$ cat config.mk
export PLATFORM = sky130hd
export DESIGN_NAME = prog_seq_ctrl
export DESIGN_NICKNAME = d
export VERILOG_FILES = /design/src/rtl/prog_seq_ctrl.sv
export SDC_FILE = /design/constraint.sdc
export NUM_CORES = 1
export LEC_CHECK = 0
export CAP_MARGIN = 0
export CORE_UTILIZATION = 53
export CTS_CLUSTER_DIAMETER = 120
export DETAILED_ROUTE_END_ITERATION = 6
export GPL_TIMING_DRIVEN = 0
export PLACE_DENSITY = 0.84
export SLEW_MARGIN = 10
export SYNTH_ARGS = -nofsm -noshare
export SYNTH_HDL_FRONTEND = slang
export SYNTH_SLANG_ARGS = --single-unit
$ cat constraint.sdc
create_clock -name clk -period 4 [get_ports clk]
set_clock_uncertainty 0.15 [all_clocks]
set_input_delay 0.8 -clock clk [delete_from_list [all_inputs] [get_ports clk]]
set_output_delay 0.8 -clock clk [all_outputs]
set_load 0.02 [all_outputs]
$ cat src/rtl/prog_seq_ctrl.sv
// prog_seq_ctrl -- launch controller between the top-level req/ack handshake
// and the core's program counter. Each accepted req selects the next program
// in a 0..NUM_PROGS-1 rotation. It then strobes that program's start address
// into the PC and holds the core in run until halt. The controller counts run
// cycles and raises ack when the program completes.
//
// Optional build macro: PROG_SEQ_WDOG_EN
//   defined   -> RUN also ends when run_cycles reaches WDOG_LIMIT; timeout flags it
//   undefined -> no watchdog, timeout tied to 0
//
// Ports:
//   clk        in   system clock, rising edge
//   reset      in   asynchronous active-low reset
//   req        in   start-next-program request
//   halt       in   core reached its halt instruction (sampled only in RUN)
//   pc_load    out  one-cycle strobe, core loads pc_start into its PC
//   pc_start   out  start address of the selected program (PC_W)
//   run        out  core enable
//   prog_idx   out  index of the current or most recent program (2 bits)
//   ack        out  program complete, held until the next req is accepted
//   run_cycles out  run cycles of the current or last program (CYC_W, saturating)
//   timeout    out  last program ended by watchdog
//
// state | meaning
// IDLE  | after reset, waiting for the first req
// LOAD  | one cycle: pc_load strobe, counters cleared
// RUN   | core enabled, counting cycles until halt (or watchdog)
// DONE  | ack high, prog_idx advanced, waiting for the next req

module prog_seq_ctrl #(
  parameter int unsigned NUM_PROGS = 3,
  parameter int unsigned PC_W = 10,
  // Entry k sits at bits [k*PC_W +: PC_W], so program 0 is in the LSBs.
  parameter logic [4*PC_W-1:0] START_ADDRS = {10'd384, 10'd256, 10'd128, 10'd0},
  parameter int unsigned CYC_W = 16
`ifdef PROG_SEQ_WDOG_EN
  ,
  parameter logic [CYC_W-1:0] WDOG_LIMIT = 16'd50000
`endif
) (
  input  logic             clk,
  input  logic             reset,
  input  logic             req,
  input  logic             halt,
  output logic             pc_load,
  output logic [PC_W-1:0]  pc_start,
  output logic             run,
  output logic [1:0]       prog_idx,
  output logic             ack,
  output logic [CYC_W-1:0] run_cycles,
  output logic             timeout
);

  typedef enum logic [1:0] {S_IDLE, S_LOAD, S_RUN, S_DONE} state_t;

  localparam logic [1:0] LAST_IDX = 2'(NUM_PROGS - 1);

  state_t           state;
  logic [CYC_W-1:0] cyc_nxt;
  logic [1:0]       idx_nxt;

  function automatic logic [PC_W-1:0] start_addr(input logic [1:0] idx);
    return START_ADDRS[int'(idx)*PC_W +: PC_W];
  endfunction

  assign cyc_nxt = (run_cycles == '1) ? run_cycles : run_cycles + 1'b1;
  assign idx_nxt = (prog_idx == LAST_IDX) ? 2'd0 : prog_idx + 2'd1;

`ifndef PROG_SEQ_WDOG_EN
  assign timeout = 1'b0;
`endif

  always_ff @(posedge clk or negedge reset) begin
    if (!reset) begin
      state      <= S_IDLE;
      prog_idx   <= 2'd0;
      pc_load    <= 1'b0;
      run        <= 1'b0;
      ack        <= 1'b0;
      run_cycles <= '0;
      pc_start   <= start_addr(2'd0);
`ifdef PROG_SEQ_WDOG_EN
      timeout    <= 1'b0;
`endif
    end else begin
      pc_load <= 1'b0;
      case (state)
        // prog_idx already points at the next program when DONE is entered,
        // so both waiting states launch the same way.
        S_IDLE, S_DONE: begin
          if (req) begin
            state      <= S_LOAD;
            pc_load    <= 1'b1;
            pc_start   <= start_addr(prog_idx);
            ack        <= 1'b0;
            run_cycles <= '0;
`ifdef PROG_SEQ_WDOG_EN
            timeout    <= 1'b0;
`endif
          end
        end
        S_LOAD: begin
          state <= S_RUN;
          run   <= 1'b1;
        end
        S_RUN: begin
          // The halt edge still closes a run cycle, so it is counted too.
          run_cycles <= cyc_nxt;
          if (halt) begin
            state    <= S_DONE;
            run      <= 1'b0;
            ack      <= 1'b1;
            prog_idx <= idx_nxt;
          end
`ifdef PROG_SEQ_WDOG_EN
          else if (cyc_nxt == WDOG_LIMIT) begin
            state    <= S_DONE;
            run      <= 1'b0;
            ack      <= 1'b1;
            prog_idx <= idx_nxt;
            timeout  <= 1'b1;
          end
`endif
        end
        default: state <= S_IDLE;
      endcase
    end
  end

endmodule

==> impl_metrics.csv <==
group,metric,value,unit
run_status,status,"finished, final reports clean",
global_route,grt_pass1_wl,6.25,mm
synthesis,synth_area_leaders,"dfrtp_1 40%, buf_4 4.8%, o21ai_0 3.8%",
floorplanning,die_area,0.00318,sq mm
setup_path,r2r-start,"state[0]$_DFFE_PN0P_",
floorplanning,fp.coreArea,0.00278,sq mm
sta,layout_setup_ws,1.51,ns
floorplanning,placementRows,19,
synthesis,ys.flop_type,"dfrtp_1",
synthesis,synth_xor_xnor_area_share,0,%
cells_and_area,stdcell_area,0.00192,sq mm
placement,io_buffer_count,26,
floorplanning,die_h,56.4,microns
clock_tree,cts_root_buffer,"clkbuf_4",
synthesis,ys_types,44,
power,powerDensity,482,mW/mm^2
synthesis,syn_inst,162,
clock_tree,cts-resized-gates,0,
route,drc,0,
global_route,grt.total_usage,24.7,%
setup_path,worst_setup_path_end_kind,"output pin",
setup_path,cp_cell_sequence,"clkdlybuf4s50_1",
clock_tree,clock_latency,0.32,ns
synthesis,synth_edf_count,0,
route,via_per_inst,5.93,
flow_run,drv_cap,0,
setup_path,crit_type,"reg2out",
clock_tree,cts_sinks,25,
cells_and_area,area_delta_synth_final,22.6,%
synthesis,synth.ff_latch_count,25,
global_route,grt_pass1_vias,1365,
synthesis,synth_area,0.00157,sq mm
placement,gp_congestion,0.850,
setup_path,critical_path.top_delay_family,"buffers and inverters",
sta,tightest_slew,0.553,ns
cells_and_area,drive_gt1_share,16.5,%
setup_path,critPathSlowestCell,"clkdlybuf4s50_1",
synthesis,seq_area_frac_synth,39.9,%
hold_path,hp-class,"in2async",
floorplanning,io_pins,36,
synthesis,synthArstFlopShare,100,%
clock_tree,cts-hold-fix-buffers,0,
route,vias,1369,
setup_path,start_kind,"register",
cells_and_area,num-fill-cells,216,
route,postRouteAntennaNets,0,
placement,post-place-ws,1.35,ns
sta,min_period_over_period,62.3,%
global_route,grt-ovfl-total,0,
clock_tree,clk_pin_slew_worst_paths,0.15,ns
power,peakVddDrop,0.436,mV
clock_tree,numCtsBuffers,3,
sta,finalSetupViolCount,0,
setup_path,worst_path_largest_cell_delay,0.68,ns
synthesis,synth-compound-area-share,16.8,%
route,wl_per_cell,15.4,microns
synthesis,muxShareOfSynthArea,5.26,%
global_route,grt_max_degree,26,
setup_path,cp.required,3.05,ns
cells_and_area,nNetsFinal,208,
clock_tree,postCtsSetupBuffers,0,
synthesis,synth_top_area_share,39.9,%
route,wirelength,3.55,mm
setup_path,crit_buf_inv,1,
synthesis,post-synth-top-area-cell,"dfrtp_1",
sta,final_max_slew_viol_count,0,
synthesis,ys_warn_count,0,
placement,dp_hpwl,2.62,mm
sta,max_freq,401,MHz
sta,setup_tns,0,ns
clock_tree,cts_max_level,1,
sta,grt_setup_unrepaired,"no",
clock_tree,cts_tree,"built",
synthesis,synthAdderAreaFrac,2.39,%
setup_path,critPathLaunch,"run_cycles[3]$_DFFE_PN0P_",
cells_and_area,diodes,0,
sta,period_needed,2.49,ns
placement,placed_cell_area,0.00190,sq mm
floorplanning,fp.dieW,56.4,microns
sta,maxSlewHeadroom,63.1,%
route,drtIter0Drc,38,
global_route,antenna_found_initial,0,
clock_tree,max-clock-path-buffers,2,
floorplanning,initial_utilization,56.4,%
route,dr.pass1.iters,4,
synthesis,synth_top_family_by_area,"simple AND/OR/NAND/NOR gates",
power,p_leak,0.920,nW
sta,hold_violations,0,
synthesis,avgSynthCellArea,9.69,sq um
synthesis,synthSimpleGateAreaFrac,26.2,%
setup_path,critPathMaxFanout,8,
setup_path,arrival,1.54,ns
## through the flow
stage / utilization, % / power (mW) / instances / hold slack, ns
5_1_grt: 69.1 / 0.989 / 231 / 0.312
4_1_cts: 69.3 / 0.932 / 231 / 0.377
2_1_floorplan: - / 0.656 / 170 / 0.350
6_report: 69.1 / 0.928 / 231 / 0.285
3_5_place_dp: 68.2 / 0.813 / 227 / 0.344
3_3_place_gp: 68.2 / 0.794 / 227 / 0.338
## cell type report
type	count	area (sq um)	area share, %
Multi-Input combinational cell	120	828	43.1
Sequential cell	25	626	32.5
Timing Repair Buffer	26	255	13.3
Buffer	17	115	5.99
Tap cell	31	38.8	2.02
Inverter	8	30.0	1.56
Clock buffer	3	22.5	1.17
Clock inverter	1	7.51	0.390
## registers in the layout, summed over array words and instances (netlist names)
signal and cells:
run 1, ack 1, pc_load 1, prog_idx 2, run_cycles 16, state 2, pc_start 2
## path summary, 6_finish.rpt
kind / depth (start not counted) / endpoint / slack (ns)
max reg2reg: 7 / run_cycles[14]$_DFFE_PN0P_ / 1.72
min: 1 / pc_start[8]$_DFFE_PN0P_ / 0.29
max: 1 / run_cycles[3] / 1.51
min reg2reg: 1 / pc_start[8]$_DFFE_PN0P_ / 0.37
min in group clk: 1 / pc_start[8]$_DFFE_PN0P_ / 0.37
max in group asynchronous: 1 / run_cycles[1]$_DFFE_PN0P_ / 3.04
## report_power, final
| part | total, mW | switching, mW | internal (mW) |
|---|---|---|---|
| sequential | 0.338 | 0.0379 | 0.300 |
| clock | 0.118 | 0.0800 | 0.0382 |
| combinational | 0.472 | 0.271 | 0.200 |
| total | 0.928 | 0.389 | 0.538 |
## placed cells by master, fill, tap and decap left out, types with 2 or more instances in the layout
| master | synthesis | layout |
|---|---|---|
| nor4_2 | 2 | 2 |
| buf_2 | 5 | 6 |
| nand2_1 | 13 | 13 |
| and4_1 | 2 | 2 |
| a21oi_1 | 8 | 8 |
| nor4_4 | 2 | 2 |
| ha_1 | 3 | 3 |
| or4_1 | 2 | 2 |
| o211ai_1 | 2 | 2 |
| clkbuf_4 | 0 | 3 |
| nor3_1 | 7 | 7 |
| a22o_1 | 3 | 3 |
| o21ai_0 | 12 | 12 |
| nor2_1 | 8 | 8 |
| o21ai_1 | 2 | 2 |
| nand4_1 | 3 | 3 |
| nand4b_1 | 2 | 2 |
| inv_1 | 8 | 8 |
| nand4_4 | 2 | 2 |
| conb_1 | 1 | 9 |
| nand2b_1 | 3 | 3 |
| clkdlybuf4s50_1 | 0 | 25 |
| nand3_1 | 7 | 7 |
| a211o_1 | 4 | 4 |
| buf_4 | 10 | 10 |
| mux2_2 | 4 | 4 |
| and3_1 | 4 | 4 |
| dfrtp_1 | 25 | 25 |
## cells by family (layout without fill, tap and decap cells)
kind of cell | after synthesis | in the layout
AO/OA/AOI/OAI | 40 | 40
flip-flops | 25 | 25
buffers and inverters | 25 | 55
adder cells (fa/ha/maj) | 3 | 3
AND/OR/NAND/NOR | 62 | 62
multiplexers | 6 | 6
other | 1 | 9
## synthesized netlist by cell type, drive strengths merged (2+ instances only)
| cell | count |
|---|---|
| dfrtp | 25 |
| buf | 17 |
| o21ai | 14 |
| nand2 | 13 |
| a21oi | 8 |
| inv | 8 |
| nor2 | 8 |
| nand3 | 7 |
| nor3 | 7 |
| mux2 | 5 |
| nand4 | 5 |
| nor4 | 5 |
| a211o | 4 |
| and3 | 4 |
| a22o | 3 |
| ha | 3 |
| nand2b | 3 |
| and4 | 2 |
| nand4b | 2 |
| o211ai | 2 |
| or4 | 2 |
## layer usage
metal  GRT usage [%]  vias to the layer above  share of wire [%]
li1                -                      660                  -
met2            43.5                       43                 51
met1            30.7                      659                 44
met4            10.1                        0                1.0
met5               0                        -                  0
met3            3.00                        7                3.6
(Power assumes the default switching activity.)
